File: src/rtl/audio_mem_pkg.sv
// Shared constants and state type for the voice record/playback path.
package audio_mem_pkg;

  localparam int MEM_ADDR_W     = 10;
  localparam int MEM_DEPTH      = 1024;
  localparam int MEM_SAMPLE_DIV = 3125;  // 50 MHz / 16 kHz

  typedef enum logic [1:0] {
    IDLE   = 2'd0,
    RECORD = 2'd1,
    PLAY   = 2'd2
  } state_e;

endpackage

File: src/rtl/record_play_sequencer_if.sv
// Control and address bundle between the record/play sequencer and its user.
interface record_play_sequencer_if
  import audio_mem_pkg::*;
#(
  parameter int ADDR_W = MEM_ADDR_W
);

  logic              start_record;
  logic              start_play;
  logic              stop;
  logic              flag_record;
  logic              flag_play;
  logic [ADDR_W-1:0] write_address;
  logic [ADDR_W-1:0] read_address;
  logic              mem_we;
  logic              sample_strobe;
  logic [ADDR_W:0]   msg_len;

  modport master (
    output start_record, start_play, stop,
    input  flag_record, flag_play, write_address, read_address,
           mem_we, sample_strobe, msg_len
  );

  modport slave (
    input  start_record, start_play, stop,
    output flag_record, flag_play, write_address, read_address,
           mem_we, sample_strobe, msg_len
  );

endinterface

File: src/rtl/sample_tick_gen.sv
// Sample-period divider: counts 0..SAMPLE_DIV-1, then one strobe cycle, then wraps.
// tick is high while the count sits at SAMPLE_DIV-1, so a registered strobe follows it.
module sample_tick_gen
  import audio_mem_pkg::*;
#(
  parameter int SAMPLE_DIV = MEM_SAMPLE_DIV
) (
  input  logic clk,
  input  logic rst_n,
  input  logic clear,
  output logic tick
);

  localparam int CNT_W = $clog2(SAMPLE_DIV + 1);
  localparam logic [CNT_W-1:0] CNT_TICK   = CNT_W'(SAMPLE_DIV - 1);
  localparam logic [CNT_W-1:0] CNT_STROBE = CNT_W'(SAMPLE_DIV);

  logic [CNT_W-1:0] cnt_q, cnt_d;

  always_comb begin
    if (clear || cnt_q == CNT_STROBE) cnt_d = '0;
    else                              cnt_d = cnt_q + CNT_W'(1);
  end

  // NOTE: sequential state uses non-blocking assignment so every flop samples pre-edge values.
  always_ff @(posedge clk or negedge rst_n) begin
    if (!rst_n) cnt_q <= '0;
    else        cnt_q <= cnt_d;
  end

  assign tick = (cnt_q == CNT_TICK);

endmodule

File: src/rtl/record_play_sequencer.sv
// Record/playback control FSM driving the memory address mux, write strobe and DAC strobe.
// Define LOOP_PLAY_EN to make playback wrap to address 0 until stop instead of one-shot.
module record_play_sequencer
  import audio_mem_pkg::*;
#(
  parameter int ADDR_W     = MEM_ADDR_W,
  parameter int DEPTH      = MEM_DEPTH,
  parameter int SAMPLE_DIV = MEM_SAMPLE_DIV
) (
  input logic                    clk,
  input logic                    rst_n,
  record_play_sequencer_if.slave bus
);

  localparam int LEN_W = ADDR_W + 1;
  localparam logic [ADDR_W-1:0] LAST_ADDR = ADDR_W'(DEPTH - 1);
  localparam logic [ADDR_W-1:0] ADDR_ONE  = ADDR_W'(1);
  localparam logic [LEN_W-1:0]  LEN_ONE   = LEN_W'(1);

  state_e            state_q, state_d;
  logic              flag_record_q, flag_record_d;
  logic              flag_play_q, flag_play_d;
  logic [ADDR_W-1:0] write_address_q, write_address_d;
  logic [ADDR_W-1:0] read_address_q, read_address_d;
  logic              mem_we_q, mem_we_d;
  logic              sample_strobe_q, sample_strobe_d;
  logic [LEN_W-1:0]  msg_len_q, msg_len_d;
  logic              tick_clear;
  logic              tick;
  logic              last_sample;

  sample_tick_gen #(
    .SAMPLE_DIV(SAMPLE_DIV)
  ) u_tick (
    .clk  (clk),
    .rst_n(rst_n),
    .clear(tick_clear),
    .tick (tick)
  );

  assign last_sample = ({1'b0, read_address_q} == (msg_len_q - LEN_ONE));

  always_comb begin
    // NOTE: every combinational output gets a default first so no path infers a latch.
    state_d         = state_q;
    write_address_d = write_address_q;
    read_address_d  = read_address_q;
    msg_len_d       = msg_len_q;
    mem_we_d        = 1'b0;
    sample_strobe_d = 1'b0;
    tick_clear      = 1'b0;

    unique case (state_q)
      IDLE: begin
        if (bus.start_record) begin
          state_d         = RECORD;
          write_address_d = '0;
          msg_len_d       = '0;
          tick_clear      = 1'b1;
        end else if (bus.start_play && msg_len_q != '0) begin
          state_d        = PLAY;
          read_address_d = '0;
          tick_clear     = 1'b1;
        end
      end

      RECORD: begin
        // A write in flight always completes, even when stop arrives with it.
        if (mem_we_q) begin
          msg_len_d = msg_len_q + LEN_ONE;
          if (write_address_q == LAST_ADDR) state_d = IDLE;
          else                              write_address_d = write_address_q + ADDR_ONE;
        end
        if (bus.stop)                          state_d  = IDLE;
        else if (tick && state_d == RECORD)    mem_we_d = 1'b1;
      end

      PLAY: begin
        if (sample_strobe_q) begin
          if (last_sample) begin
`ifdef LOOP_PLAY_EN
            read_address_d = '0;
`else
            state_d = IDLE;
`endif
          end else begin
            read_address_d = read_address_q + ADDR_ONE;
          end
        end
        if (bus.stop)                       state_d         = IDLE;
        else if (tick && state_d == PLAY)   sample_strobe_d = 1'b1;
      end

      default: state_d = IDLE;
    endcase

    flag_record_d = (state_d == RECORD);
    flag_play_d   = (state_d == PLAY);
  end

  always_ff @(posedge clk or negedge rst_n) begin
    if (!rst_n) begin
      state_q         <= IDLE;
      flag_record_q   <= 1'b0;
      flag_play_q     <= 1'b0;
      write_address_q <= '0;
      read_address_q  <= '0;
      mem_we_q        <= 1'b0;
      sample_strobe_q <= 1'b0;
      msg_len_q       <= '0;
    end else begin
      state_q         <= state_d;
      flag_record_q   <= flag_record_d;
      flag_play_q     <= flag_play_d;
      write_address_q <= write_address_d;
      read_address_q  <= read_address_d;
      mem_we_q        <= mem_we_d;
      sample_strobe_q <= sample_strobe_d;
      msg_len_q       <= msg_len_d;
    end
  end

  assign bus.flag_record   = flag_record_q;
  assign bus.flag_play     = flag_play_q;
  assign bus.write_address = write_address_q;
  assign bus.read_address  = read_address_q;
  assign bus.mem_we        = mem_we_q;
  assign bus.sample_strobe = sample_strobe_q;
  assign bus.msg_len       = msg_len_q;

endmodule

File: src/flat_wrapper.sv
// flat-port wrapper written by rule: the top's interface ports become plain ports
module record_play_sequencer_flat import audio_mem_pkg::*;
#(
  parameter int ADDR_W     = MEM_ADDR_W,
  parameter int DEPTH      = MEM_DEPTH,
  parameter int SAMPLE_DIV = MEM_SAMPLE_DIV
)
  (clk, rst_n, bus_start_record, bus_start_play, bus_stop, bus_flag_record, bus_flag_play, bus_write_address, bus_read_address, bus_mem_we, bus_sample_strobe, bus_msg_len);
  record_play_sequencer_if #(.ADDR_W(ADDR_W)) bus_i ();
  input logic clk;
  input logic rst_n;
  input wire logic [$bits(bus_i.start_record)-1:0] bus_start_record;
  input wire logic [$bits(bus_i.start_play)-1:0] bus_start_play;
  input wire logic [$bits(bus_i.stop)-1:0] bus_stop;
  output wire logic [$bits(bus_i.flag_record)-1:0] bus_flag_record;
  output wire logic [$bits(bus_i.flag_play)-1:0] bus_flag_play;
  output wire logic [$bits(bus_i.write_address)-1:0] bus_write_address;
  output wire logic [$bits(bus_i.read_address)-1:0] bus_read_address;
  output wire logic [$bits(bus_i.mem_we)-1:0] bus_mem_we;
  output wire logic [$bits(bus_i.sample_strobe)-1:0] bus_sample_strobe;
  output wire logic [$bits(bus_i.msg_len)-1:0] bus_msg_len;
  assign bus_i.start_record = bus_start_record;
  assign bus_i.start_play = bus_start_play;
  assign bus_i.stop = bus_stop;
  assign bus_flag_record = bus_i.flag_record;
  assign bus_flag_play = bus_i.flag_play;
  assign bus_write_address = bus_i.write_address;
  assign bus_read_address = bus_i.read_address;
  assign bus_mem_we = bus_i.mem_we;
  assign bus_sample_strobe = bus_i.sample_strobe;
  assign bus_msg_len = bus_i.msg_len;
  record_play_sequencer #(.ADDR_W(ADDR_W), .DEPTH(DEPTH), .SAMPLE_DIV(SAMPLE_DIV)) u_core (.clk(clk), .rst_n(rst_n), .bus(bus_i));
endmodule
File: config.mk
export PLATFORM = sky130hd
export DESIGN_NAME = record_play_sequencer_flat
export DESIGN_NICKNAME = d
export VERILOG_FILES = /design/src/rtl/audio_mem_pkg.sv /design/src/rtl/record_play_sequencer_if.sv /design/src/rtl/sample_tick_gen.sv /design/src/rtl/record_play_sequencer.sv /design/src/flat_wrapper.sv
export SDC_FILE = /design/constraint.sdc
export NUM_CORES = 1
export LEC_CHECK = 0
export ABC_AREA = 1
export BUFFER_PORTS_ARGS = -buffer_cell sky130_fd_sc_hd__buf_2
export CELL_PAD_IN_SITES_DETAIL_PLACEMENT = 2
export CELL_PAD_IN_SITES_GLOBAL_PLACEMENT = 2
export CORE_ASPECT_RATIO = 1.2
export CORE_MARGIN = 1.5
export CORE_UTILIZATION = 35
export CTS_BUF_LIST = sky130_fd_sc_hd__clkbuf_4
export DETAILED_ROUTE_END_ITERATION = 6
export PLACE_DENSITY = 0.92
export SETUP_SLACK_MARGIN = 0.3
export SYNTH_ARGS = -nofsm -noshare
export SYNTH_HDL_FRONTEND = slang
export SYNTH_SLANG_ARGS = --single-unit
File: constraint.sdc
create_clock -name clk -period 4 [get_ports clk]
set_input_delay 0.2 -clock clk [delete_from_list [all_inputs] [get_ports clk]]
set_output_delay 0.2 -clock clk [all_outputs]
set_load 0.01 [all_outputs]
==> results <==
- The number of buffers created by CTS is 5.
- The total clock sinks is 49.
- The number of synthesized flops with an enable pin is 0.
- The post-route total power is 1496 uW.
- The count of cells in the finished layout, fillers not included, comes to 571.
- Synthesis produced 412 cells.
- The most common cell in the netlist is sky130_fd_sc_hd__nand2_1.
- The ratio of total power to cell area is 437.6 nW/um2.
- The commonest cells after synthesis are sky130_fd_sc_hd__nand2_1 (112), sky130_fd_sc_hd__nor2_1 (56), sky130_fd_sc_hd__dfrtp_1 (49).
- The summed negative setup slack over all endpoints is 0 ns.
- The worst min-delay path category is input port to flop.
- The maximum clock path buffer count is 2.
- The antenna diode count is 0.
- The DRC violations left is 0.
- After the first detailed-routing iteration, the DRC count stood at 51.
- In the synthesized netlist the dominant register cell turns out to be sky130_fd_sc_hd__dfrtp_1.
- The clock-pin slew of the registers on the worst-case setup and hold paths is 0.14 ns.
- The die height is 105.1 um.
- For this run, the top clock speed supported by timing is 0.4418 GHz.
- The portion of the clock cycle consumed by the worst path in the final layout is 0.5658.
- The initial utilization of the core area, before any placement, comes to 0.3571.
- The routed design uses 5.306 mm of met2 wire.
- The type of the worst setup path is flop to flop.
- The floorplan die area is 9261 um2.
- The sum of net half-perimeters after detailed placement is 7.428 mm.
- Routability-driven placement finished with a final weighted congestion of 0.7962.
- In this run the tool buffered the top-level ports with 39 buffer cells.
- The analysis attributes to cell leakage a power of 0.001715 uW.
- The x dimension of the die is 88.10 um.
- By area the synthesized netlist is led by sky130_fd_sc_hd__dfrtp_1 (40%), sky130_fd_sc_hd__nand2_1 (14%), sky130_fd_sc_hd__nor2_1 (6.9%), sky130_fd_sc_hd__inv_1 (5.8%), sky130_fd_sc_hd__xor2_1 (4.3%).
- The total length of routed met3 wires is 197 um.
- Headroom to the max-slew limit came out at 0.5626.
- The tool flagged a number of max-cap violations equal to 0.
- The overall track demand over capacity in global routing is 0.2208.
- The share of post-route cells with drive strength above 1 is 0.1564.
- After detailed routing, no signal wire sits above met4.
- The synthesized net count is 424.
- The largest voltage drop on the vdd net is 200.8 uV.
- The H-tree was split into 2 levels.
- After detailed placement, the design holds a cell count of 564.
- The via count of the first global-routing pass is 3,336.
- The core box area is 8518 um2.
- The number of vias per cell after detailed routing is 5.133.
- The cell taking the most area after synthesis is sky130_fd_sc_hd__dfrtp_1.
- The tightest hold path in the finished design has a slack of 0.1321 ns.
- The average detailed-routed wire length per instance is 16.71 um.
- After synthesis, the mean cell area works out to 7.383 um2.
- The share of synthesized area in the top cell type comes to 0.4031.
- The flip-flop and latch count after synthesis is 49.
- Setup violations remaining at the end of the flow were counted as 0.
- Of all nets on the critical path, the largest fanout is 16.
- For the pin with the worst max-slew slack, the measured transition is 0.6561 ns.
- The arrival time at the worst endpoint is 2.53 ns.
- In this run the cell area of the synthesized design comes to 3042 um2.
- The number of antenna violations at the first check in global routing is 0.
- The first global-routing pass estimated 15.95 mm of wire.
- The nature of the critical path endpoint is a flop.
- The count of final hold-check violations was 0.
- The sum of routed wire segments on met1 is 3.916 mm.
- Setup repair after global routing left no endpoint under its margin.
- The max-slew violation count is 0.
- The synthesis-to-layout area growth is 12.38%.
- The sort of element at the start of the critical path is a flop.
- The TritonCTS clock tree is yes.
- For this run, asynchronously set or reset flops after synthesis account for 1.000.
- The count of fill cells added during filler insertion is 1,059.
- The row count is 37.
- For this run, the detailed router's first-pass iteration total came to 4.
- The number of warnings reported in the yosys synthesis log is 0.
- The total global routing overflow is 0.
- The clock insertion delay at the later pin of the skew report is 0.38 ns.
- The distinct cell type count after synthesis is 33.
- The wire length reported by the detailed router is 9.540 mm.
- The flow ran to the end, and the final reports show no timing, DRC or antenna violations.
- The number of nets in the final layout is 467.
- The number of top-level design ports is 40.
- Across the routed clock network, the largest skew measured is 0.01515 ns.
- For the worst setup path, the data required time is 4.26 ns.
- The share of the Yosys chip area taken by registers is 0.4031.
- At the placement stage, the worst setup path has a slack of 1.775 ns.
- The clock tree root buffer cell is sky130_fd_sc_hd__clkbuf_4.
- The number of gates resized after cts is 0.
- The via count of the routed design is 2,931.
- Setup slack closes at 1.737 ns.
- The count of nets left with antenna violations once routing finished came out at 0.
- The routed design could run at a clock period as short as 2.263 ns.
- Entering global routing, the biggest net connects 50 pins.
final timing paths:
kind	startpoint	end	slack, ns	cells after the start
setup / recovery	u_core.state_q[1]	u_core.bus.msg_len[10]	1.74	8
min in group asynchronous	rst_n	u_core.bus.msg_len[9]	0.47	3
setup reg to reg	u_core.state_q[1]	u_core.bus.msg_len[10]	1.74	8
max in group asynchronous	rst_n	u_core.bus.read_address[6]	3.09	3
hold / removal	bus_stop	u_core.bus.sample_strobe	0.13	4
hold reg to reg	u_core.u_tick.cnt_q[0]	u_core.u_tick.cnt_q[0]	0.54	1
cell families after synthesis:
| family | synth area share |
|---|---|
| AND/OR/NAND/NOR | 0.3649 |
| buffers and inverters | 0.06746 |
| flip-flops | 0.4031 |
| AO/OA/AOI/OAI | 0.07816 |
| XOR/XNOR | 0.05759 |
| adder cells (fa/ha/maj) | 0.02879 |
layout make-up:
cell class / instances / area (um2) / share of cell area
tap: 117 / 146.4 / 0.04283
clock inverter: 1 / 5.005 / 0.001464
sequential: 49 / 1226 / 0.3587
multi-input combinational: 310 / 1610 / 0.4711
timing repair buffer: 41 / 212.7 / 0.06223
inverter: 48 / 180.2 / 0.05271
clock buffer: 5 / 37.54 / 0.01098
power by group:
group          leakage, uW  internal [uW]  switching, uW
clock            0.0000269           61.5            162
combinational      0.00102            193            474
sequential        0.000672            552           53.3
cell usage in the layout, fill, tap and decap left out, types with 5 or more instances in the layout:
cell / instances
sky130_fd_sc_hd__xnor2_1: 5
sky130_fd_sc_hd__dfrtp_1: 49
sky130_fd_sc_hd__inv_1: 47
sky130_fd_sc_hd__xor2_1: 15
sky130_fd_sc_hd__a21oi_1: 12
sky130_fd_sc_hd__buf_2: 39
sky130_fd_sc_hd__nand3_1: 18
sky130_fd_sc_hd__clkbuf_4: 5
sky130_fd_sc_hd__nor2_2: 7
sky130_fd_sc_hd__nand2_1: 112
sky130_fd_sc_hd__nor2_1: 56
sky130_fd_sc_hd__o21ai_0: 15
sky130_fd_sc_hd__o31ai_1: 5
sky130_fd_sc_hd__ha_1: 7
sky130_fd_sc_hd__nand2_2: 6
sky130_fd_sc_hd__nor3_1: 14
sky130_fd_sc_hd__nand4_1: 17
sequential cells by signal, indices dropped and copies added (netlist names):
| name | cells |
|---|---|
| u_core.u_tick.cnt_q | 12 |
| u_core.bus.read_address | 10 |
| u_core.bus.sample_strobe | 1 |
| u_core.state_q | 2 |
| u_core.bus.flag_record | 1 |
| u_core.bus.write_address | 10 |
| u_core.bus.msg_len | 11 |
| u_core.bus.mem_we | 1 |
| u_core.bus.flag_play | 1 |
worst max-delay path, stage by stage (launching register included):
cell and delay [ns]:
sky130_fd_sc_hd__dfrtp_1 0.44, sky130_fd_sc_hd__nor2_1 0.15, sky130_fd_sc_hd__nand2_1 0.36, sky130_fd_sc_hd__nand2_2 0.36, sky130_fd_sc_hd__nand3_1 0.18, sky130_fd_sc_hd__nor3_1 0.27, sky130_fd_sc_hd__nand2_1 0.13, sky130_fd_sc_hd__o21ai_0 0.20
sky130_fd_sc_hd__a21oi_1 0.06
metal layers:
layer,vias to the layer above,GRT usage
met5,-,0
met4,0,0.06362
met3,10,0.03002
met2,33,0.4155
met1,1475,0.2516
li1,1413,-
metrics by stage:
stage	utilization	cell area, um2
3_5_place_dp	0.3951	3366
6_report	0.4013	3418
5_1_grt	0.4013	3418
2_1_floorplan	-	3042
4_1_cts	0.4013	3418
3_3_place_gp	0.3951	3366
timing repair:
item,CTS,global route
hold buffers,1,0
endpoints found under the hold margin,49,0
setup buffers,0,0
Power figures use the tool's default switching activity.
